## src/rtl/register_access_ctrl.sv

```systemverilog
// Arbitrates register-board access between the core and a debug port, and
// clears r1..r15 after reset. The core always wins; debug steals single idle cycles.
module register_access_ctrl (
    input  logic        clk,
    input  logic        n_reset,
    input  logic [1:0]  core_a_mode,
    input  logic [3:0]  core_a_sel,
    input  logic [3:0]  core_b_sel,
    input  logic [3:0]  core_d_sel,
    input  logic        core_n_load,
    input  logic        core_n_b_en,
    input  logic        core_idle,
    output logic        core_stall,
    input  logic        dbg_req,
    input  logic        dbg_we,
    input  logic [3:0]  dbg_addr,
    input  logic [15:0] dbg_wdata,
    output logic        dbg_ack,
    output logic [15:0] dbg_rdata,
    output logic [1:0]  rb_a_mode,
    output logic [3:0]  rb_a_sel,
    output logic [3:0]  rb_b_sel,
    output logic [3:0]  rb_d_sel,
    output logic        rb_n_load,
    output logic        rb_n_b_en,
    output logic [1:0]  rb_d_src,
    output logic [15:0] rb_d_dbg,
    input  logic [15:0] rb_a,
    output logic        init_done
);

    localparam logic [1:0] A_SEL = 2'd0;
    localparam logic [1:0] A_OFF = 2'd3;

    localparam logic [1:0] D_CORE = 2'd0;
    localparam logic [1:0] D_DBG  = 2'd1;
    localparam logic [1:0] D_ZERO = 2'd2;

    typedef enum logic [2:0] {
        S_INIT,
        S_IDLE,
        S_DBG_RD,
        S_DBG_WR,
        S_ACK
    } state_t;

    state_t      state, state_nxt;
    logic [3:0]  init_cnt;
    logic [3:0]  addr_q;
    logic        accept;

    // A request is only taken when the core has declared the board free.
    assign accept = (state == S_IDLE) && dbg_req && core_idle;

    always_ff @(posedge clk or negedge n_reset) begin
        if (!n_reset) state <= S_INIT;
        else          state <= state_nxt;
    end

    always_comb begin
        state_nxt = state;
        case (state)
            S_INIT:   if (init_cnt == 4'd15) state_nxt = S_IDLE;
            S_IDLE:   if (accept) state_nxt = dbg_we ? S_DBG_WR : S_DBG_RD;
            S_DBG_RD: state_nxt = S_ACK;
            S_DBG_WR: state_nxt = S_ACK;
            S_ACK:    if (!dbg_req) state_nxt = S_IDLE;
            default:  state_nxt = S_INIT;
        endcase
    end

    always_comb begin
        rb_a_mode  = core_a_mode;
        rb_a_sel   = core_a_sel;
        rb_b_sel   = core_b_sel;
        rb_d_sel   = core_d_sel;
        rb_n_load  = core_n_load;
        rb_n_b_en  = core_n_b_en;
        rb_d_src   = D_CORE;
        core_stall = 1'b0;
        dbg_ack    = 1'b0;
        case (state)
            S_INIT: begin
                rb_a_mode  = A_OFF;
                rb_a_sel   = 4'd0;
                rb_b_sel   = 4'd0;
                rb_d_sel   = init_cnt;
                rb_n_load  = 1'b0;
                rb_n_b_en  = 1'b1;
                rb_d_src   = D_ZERO;
                core_stall = 1'b1;
            end
            S_DBG_RD: begin
                rb_a_mode  = A_SEL;
                rb_a_sel   = addr_q;
                rb_b_sel   = 4'd0;
                rb_d_sel   = 4'd0;
                rb_n_load  = 1'b1;
                rb_n_b_en  = 1'b1;
                core_stall = 1'b1;
            end
            S_DBG_WR: begin
                rb_a_mode  = A_OFF;
                rb_a_sel   = 4'd0;
                rb_b_sel   = 4'd0;
                rb_d_sel   = addr_q;
                rb_n_load  = 1'b0;
                rb_n_b_en  = 1'b1;
                rb_d_src   = D_DBG;
                core_stall = 1'b1;
            end
            S_ACK:   dbg_ack = 1'b1;
            default: ;
        endcase
    end

    // Sweep counter, debug latches and read-data capture.
    always_ff @(posedge clk or negedge n_reset) begin
        if (!n_reset) begin
            init_cnt  <= 4'd1;
            init_done <= 1'b0;
            addr_q    <= 4'd0;
            rb_d_dbg  <= 16'h0000;
            dbg_rdata <= 16'h0000;
        end else begin
            if (state == S_INIT) begin
                init_cnt <= init_cnt + 4'd1;
                if (init_cnt == 4'd15) init_done <= 1'b1;
            end
            if (accept) begin
                addr_q   <= dbg_addr;
                rb_d_dbg <= dbg_wdata;
            end
            if (state == S_DBG_RD) dbg_rdata <= rb_a;
        end
    end

endmodule

```

## config.mk

```make
export PLATFORM = sky130hd
export DESIGN_NAME = register_access_ctrl
export DESIGN_NICKNAME = d
export VERILOG_FILES = /design/src/rtl/register_access_ctrl.sv
export SDC_FILE = /design/constraint.sdc
export NUM_CORES = 1
export LEC_CHECK = 0
export ABC_AREA = 1
export BUFFER_PORTS_ARGS = -buffer_cell sky130_fd_sc_hd__buf_2
export CAP_MARGIN = 30
export CORE_AREA = 5 5 61 90
export CTS_CLUSTER_SIZE = 24
export DETAILED_ROUTE_END_ITERATION = 12
export DIE_AREA = 0 0 66 95
export GPL_ROUTABILITY_DRIVEN = 1
export PLACE_DENSITY = 0.78
export SLEW_MARGIN = 20
export SYNTH_ARGS = -nofsm -noshare
export SYNTH_HDL_FRONTEND = slang
export SYNTH_SLANG_ARGS = --single-unit
export TNS_END_PERCENT = 50
```

## constraint.sdc

```tcl
create_clock -name clk -period 1.7 [get_ports clk]
set_input_delay 0.34 -clock clk [delete_from_list [all_inputs] [get_ports clk]]
set_output_delay 0.34 -clock clk [all_outputs]
set_load 0.03 [all_outputs]
```

Word-level counts from Yosys, hierarchy flattened

Cells that the tools add are included.

Equality and inequality tests: 8
Reduce and logical (&&, ||, !) cells: 8
Muxes and demuxes: 14
Add/subtract/negate cells: 1

Operators with widths:

| operator                                                               | number |
|---|---|
| 3-bit case mux with 4 select lines                                     | 1 |
| 4-bit case mux with 3 select lines                                     | 1 |
| 3-bit 2-to-1 mux                                                       | 3 |
| 2-bit case mux with 2 select lines                                     | 2 |
| 4-bit case mux with 2 select lines                                     | 1 |
| 3-bit by 2-bit equality test with 1-bit output (second input constant) | 2 |
| 4-bit by 1-bit adder with 4-bit output (second input constant)         | 1 |
| 4-bit equality test (second input constant)                            | 1 |
| 1-bit 2-to-1 mux                                                       | 4 |
| 4-bit 2-to-1 mux                                                       | 1 |
| 2-bit != test (second input constant)                                  | 2 |
| 2-bit OR reduction                                                     | 2 |
| 3-bit by 1-bit equality test with 1-bit output (second input constant) | 1 |
| 3-bit equality test (second input constant)                            | 1 |
| 3-bit zero test                                                        | 1 |
| 3-bit AND reduction                                                    | 1 |
| 3-bit OR reduction                                                     | 1 |
| 1-bit logical AND                                                      | 2 |
| 2-bit by 1-bit != test with 1-bit output (second input constant)       | 1 |
| 1-bit case mux with 2 select lines                                     | 1 |
| 2-bit AND reduction                                                    | 1 |

Bits of input ports: 57
Output and inout port bits: 53
Flip-flop bits (word level): 44
Word-level logic and storage cells: 37

Logic depth before layout (Yosys ltp)

Depth in word-level cells: 5
Mapped depth: 7
Depth with buffers taken out: 6

Worst setup path before layout

OpenSTA, ideal clock, no wires.

Path type: flip-flop to output port
Start: reg state[2]
End: out rb_a_sel[0]
Data arrival time: 1.571 ns
Buffers on the path: 1
Required time: 1.360 ns
Path slack: -0.211 ns
Stages on the path, launching flop included: 5
Path through: dfrtp_1 > inv_2 > nand3_2 > clkbuf_2 > o21ai_0

Word-level cells in the longest chain between the ends: 3
Elaborated cells between the ends (all ways): 5
Classes of those cells: eq/ne (2); mux (1); reduce/logical (2)

RTL lines:

| item                                                                              | RTL line | text |
|---|---|---|
| start, declared                                                                   | 47       | `state_t state, state_nxt;` |
| start signal, assigned                                                            | 57       | `else state <= state_nxt;` |
| 3-bit by 2-bit equality test with 1-bit output or 3-bit zero test (tied branches) | 82       | `case (state)` |
| 2-bit OR reduction (no line)                                                      | --       |  |
| 4-bit case mux with 2 select lines *                                              | 82       |  |
| end, declared                                                                     | 21       | `output logic [3:0] rb_a_sel,` |

Every way passes the cells marked *; elsewhere a longest branch is shown, timed or not.

Worst setup path in the final report

Start: reg state[2]
End: out rb_d_sel[1]

Word-level cells in the longest chain between the ends: 2
Elaborated cells between the ends (all ways): 4
Classes of those cells: eq/ne (2); mux (1); reduce/logical (1)

RTL lines:

| item                                                                              | RTL line | text |
|---|---|---|
| 3-bit by 2-bit equality test with 1-bit output or 3-bit zero test (tied branches) | 82       |  |
| 4-bit case mux with 3 select lines *                                              | 82       |  |
| end, declared                                                                     | 23       | `output logic [3:0] rb_d_sel,` |

Marks and branches as above.

==> reports/metrics.csv <==
metric,value,unit
avgSynthCellArea,8.30,sq um
startpoint_type,flop,
clock.fmax,526,MHz
dr.pass1.iters,4,
cts_max_path_buffers,2,
finalHoldViolCount,0,
cts_tree,done,
p_switching,2.88,mW
crit_fanout,6,
p_total,5.80,mW
drt_wl_total,5.27,mm
worstPathArrival,1560,ps
post_synth_main_area_contributors,"dfrtp_1, nand2_1, o21ai_0",
vias_per_cell,4.47,
via_count,1905,
whs,246,ps
crit_path_end_kind,primary output,
syn_area,0.00197,sq mm
intPower,2.92,mW
cts_sinks,44,
yosysWarnings,0,
crit_path_frequent_cell,buf_4,
die_x,66,um
synth.distinct_cells,22,
fillers,428,
final.setup.worst_slack,-201,ps
numPortBuffers,109,
pre_cts_ws,-31.1,ps
globalplace.congestion,0.750,
critical-path-slowest-cell,dfrtp_1,
synthCells,237,
violations,negative setup slack,
synth_xor_area_share,1.34,%
skew,5.58,ps
layout.nets,418,
muxShareOfSynthArea,0,%
grt_pass1_wl,8.36,mm
stdcell_area,0.00280,sq mm
period_minus_slack,1900,ps
min_path_type,in -> reg,
detailed_place_hpwl,4.12,mm
post-synth-top-area-cell,dfrtp_1,
fin_tns_setup,-2060,ps
seqPwrFrac,31.6,%
io_pins,110,
p_comb_share,58.0,%
syn2layout_area_growth,42.5,%
core_area,0.00469,sq mm
reg2reg_slack,290,ps
switching_share,49.7,%
report.final.setup_viol,16,
h-tree-depth,2,
slowest_delay,390,ps
start_util,41.9,%
num_rows,31,
grt_overflow_total,0,
die_height,95,um
irDropWorstVdd,949,uV
gr-usage-all-layers,17.3,%
worst_slew_pin_slew,276,ps
synth_compound_area_share,8.91,%
status,"complete, but fails checks",
grt_max_degree,33,
antenna_left,0,
synth-adder-area-share,0.636,%
crit_chain,buf_4 -> nor2_4 -> clkinvlp_4 -> nand2_1 -> o211ai_1 -> buf_4,
period_share,112,%
dieArea,0.00627,sq mm
clock_latency,290,ps
grt_setup_unrepaired,true,
root_buffer,clkbuf_8,
synth_top_area_share,54.7,%
cap_violations,0,
syn_nets,295,
maxSlewHeadroom,81.6,%
numCtsBuffers,5,
drive_gt1_share,39.4,%
grt_pass1_vias,1916,
drv_slew,0,
ys_seq_elements,44,
diodes,0,
path_clk_slew,80,ps
drt_iter0_drc,59,
antenna_found_initial,0,
synth_simple_gate_area_share,24.0,%
synth_top_family_by_area,simple AND/OR/NAND/NOR gates,
final_cell_mix,"nand2_1, buf_2, dfrtp_1",
crit_type,reg -> out,
drc,0,
p_leak,1.63,nW
place_area,0.00263,sq mm
critical_path_required,1360,ps
route.detailed.wl_per_inst,12.4,um
synth-seq-area-share,56.0,%
clockPowerShare,10.4,%
mostFrequentLayoutCell,nand2_1,
p_per_area,2070,mW/mm^2
[final timing paths]
kind,start,end,cells past startpoint
max reg2reg,state[0],dbg_rdata[5],6
min,dbg_wdata[10],rb_d_dbg[10],3
min in group asynchronous,n_reset,dbg_rdata[11],2
max,state[2],rb_d_sel[1],6
min reg2reg,rb_d_dbg[0],rb_d_dbg[0],2
max in group asynchronous,n_reset,init_cnt[0],3
[routing by layer]
metal	track usage [%]	part of all wire, %
met5	0	0
met4	7.46	2.2
met1	16.9	36
met3	3.69	4.9
met2	33.9	57
[area by class of cell]
class / count / area (sq um) / area share, %
clock buffers: 6 / 72.6 / 2.59
clock inverters: 1 / 5.00 / 0.179
inverters: 35 / 135 / 4.82
multi-input cells: 151 / 691 / 24.6
flip-flops and latches: 44 / 1100 / 39.3
well taps: 66 / 82.6 / 2.95
repair buffers: 122 / 707 / 25.2
repair inverters: 1 / 7.51 / 0.268
[worst max-delay path, delay by kind of cell (launching register included)]
family	cells	cell delay, ps
compound gates	1	90
buf+inv	3	520
flops	1	390
simple gates	2	280
[power groups by stage]
stage / Sequential, mW / Clock, mW / Combinational (mW)
after floorplan: 2.60 / 0 / 1.39
after global placement: 1.83 / 0 / 3.07
after detailed placement: 1.84 / 0 / 3.14
after CTS: 1.83 / 0.626 / 3.35
after global routing: 1.90 / 0.670 / 3.62
final: 1.84 / 0.603 / 3.36
[synth_stat cells]
cell	count
nand2_1	93
dfrtp_1	43
inv_1	32
o21ai_0	26
nor2_1	9
nand3_1	7
o211ai_1	4
buf_4	3
inv_2	3
nand3_2	2
nor2_4	2
o21bai_1	2
xor2_1	2
buf_2	1
buf_6	1
clkbuf_1	1
clkbuf_2	1
dfstp_2	1
ha_1	1
nor3_1	1
or2_2	1
xnor2_1	1
[metrics by stage]
step	util (%)	instances
2_1_floorplan	-	237
3_3_place_gp	56.0	414
3_5_place_dp	56.0	414
4_1_cts	59.4	425
5_1_grt	59.7	426
6_report	59.7	426
[timing repair]
item,CTS,global route
gates cloned,1,0
buffers inserted,2,1
setup endpoints to repair,13,19
hold buffers,1,0
hold endpoints to repair,8,0
resized for setup,23,6
pin swaps,4,5
[state kept, by name, indices dropped and copies added, names as in the netlist]
name,flops
init_cnt,4
rb_d_dbg,16
state,3
dbg_rdata,16
addr_q,4
init_done,1
[kinds of logic after synthesis]
family	count (synthesis)
and+or+nand+nor	115
buffers and inverters	42
AOI/OAI and AO/OA	32
adders and majority gates	1
DFF	44
xor gates and xnor gates	3
Note: power is estimated with default switching activity, not from simulation.
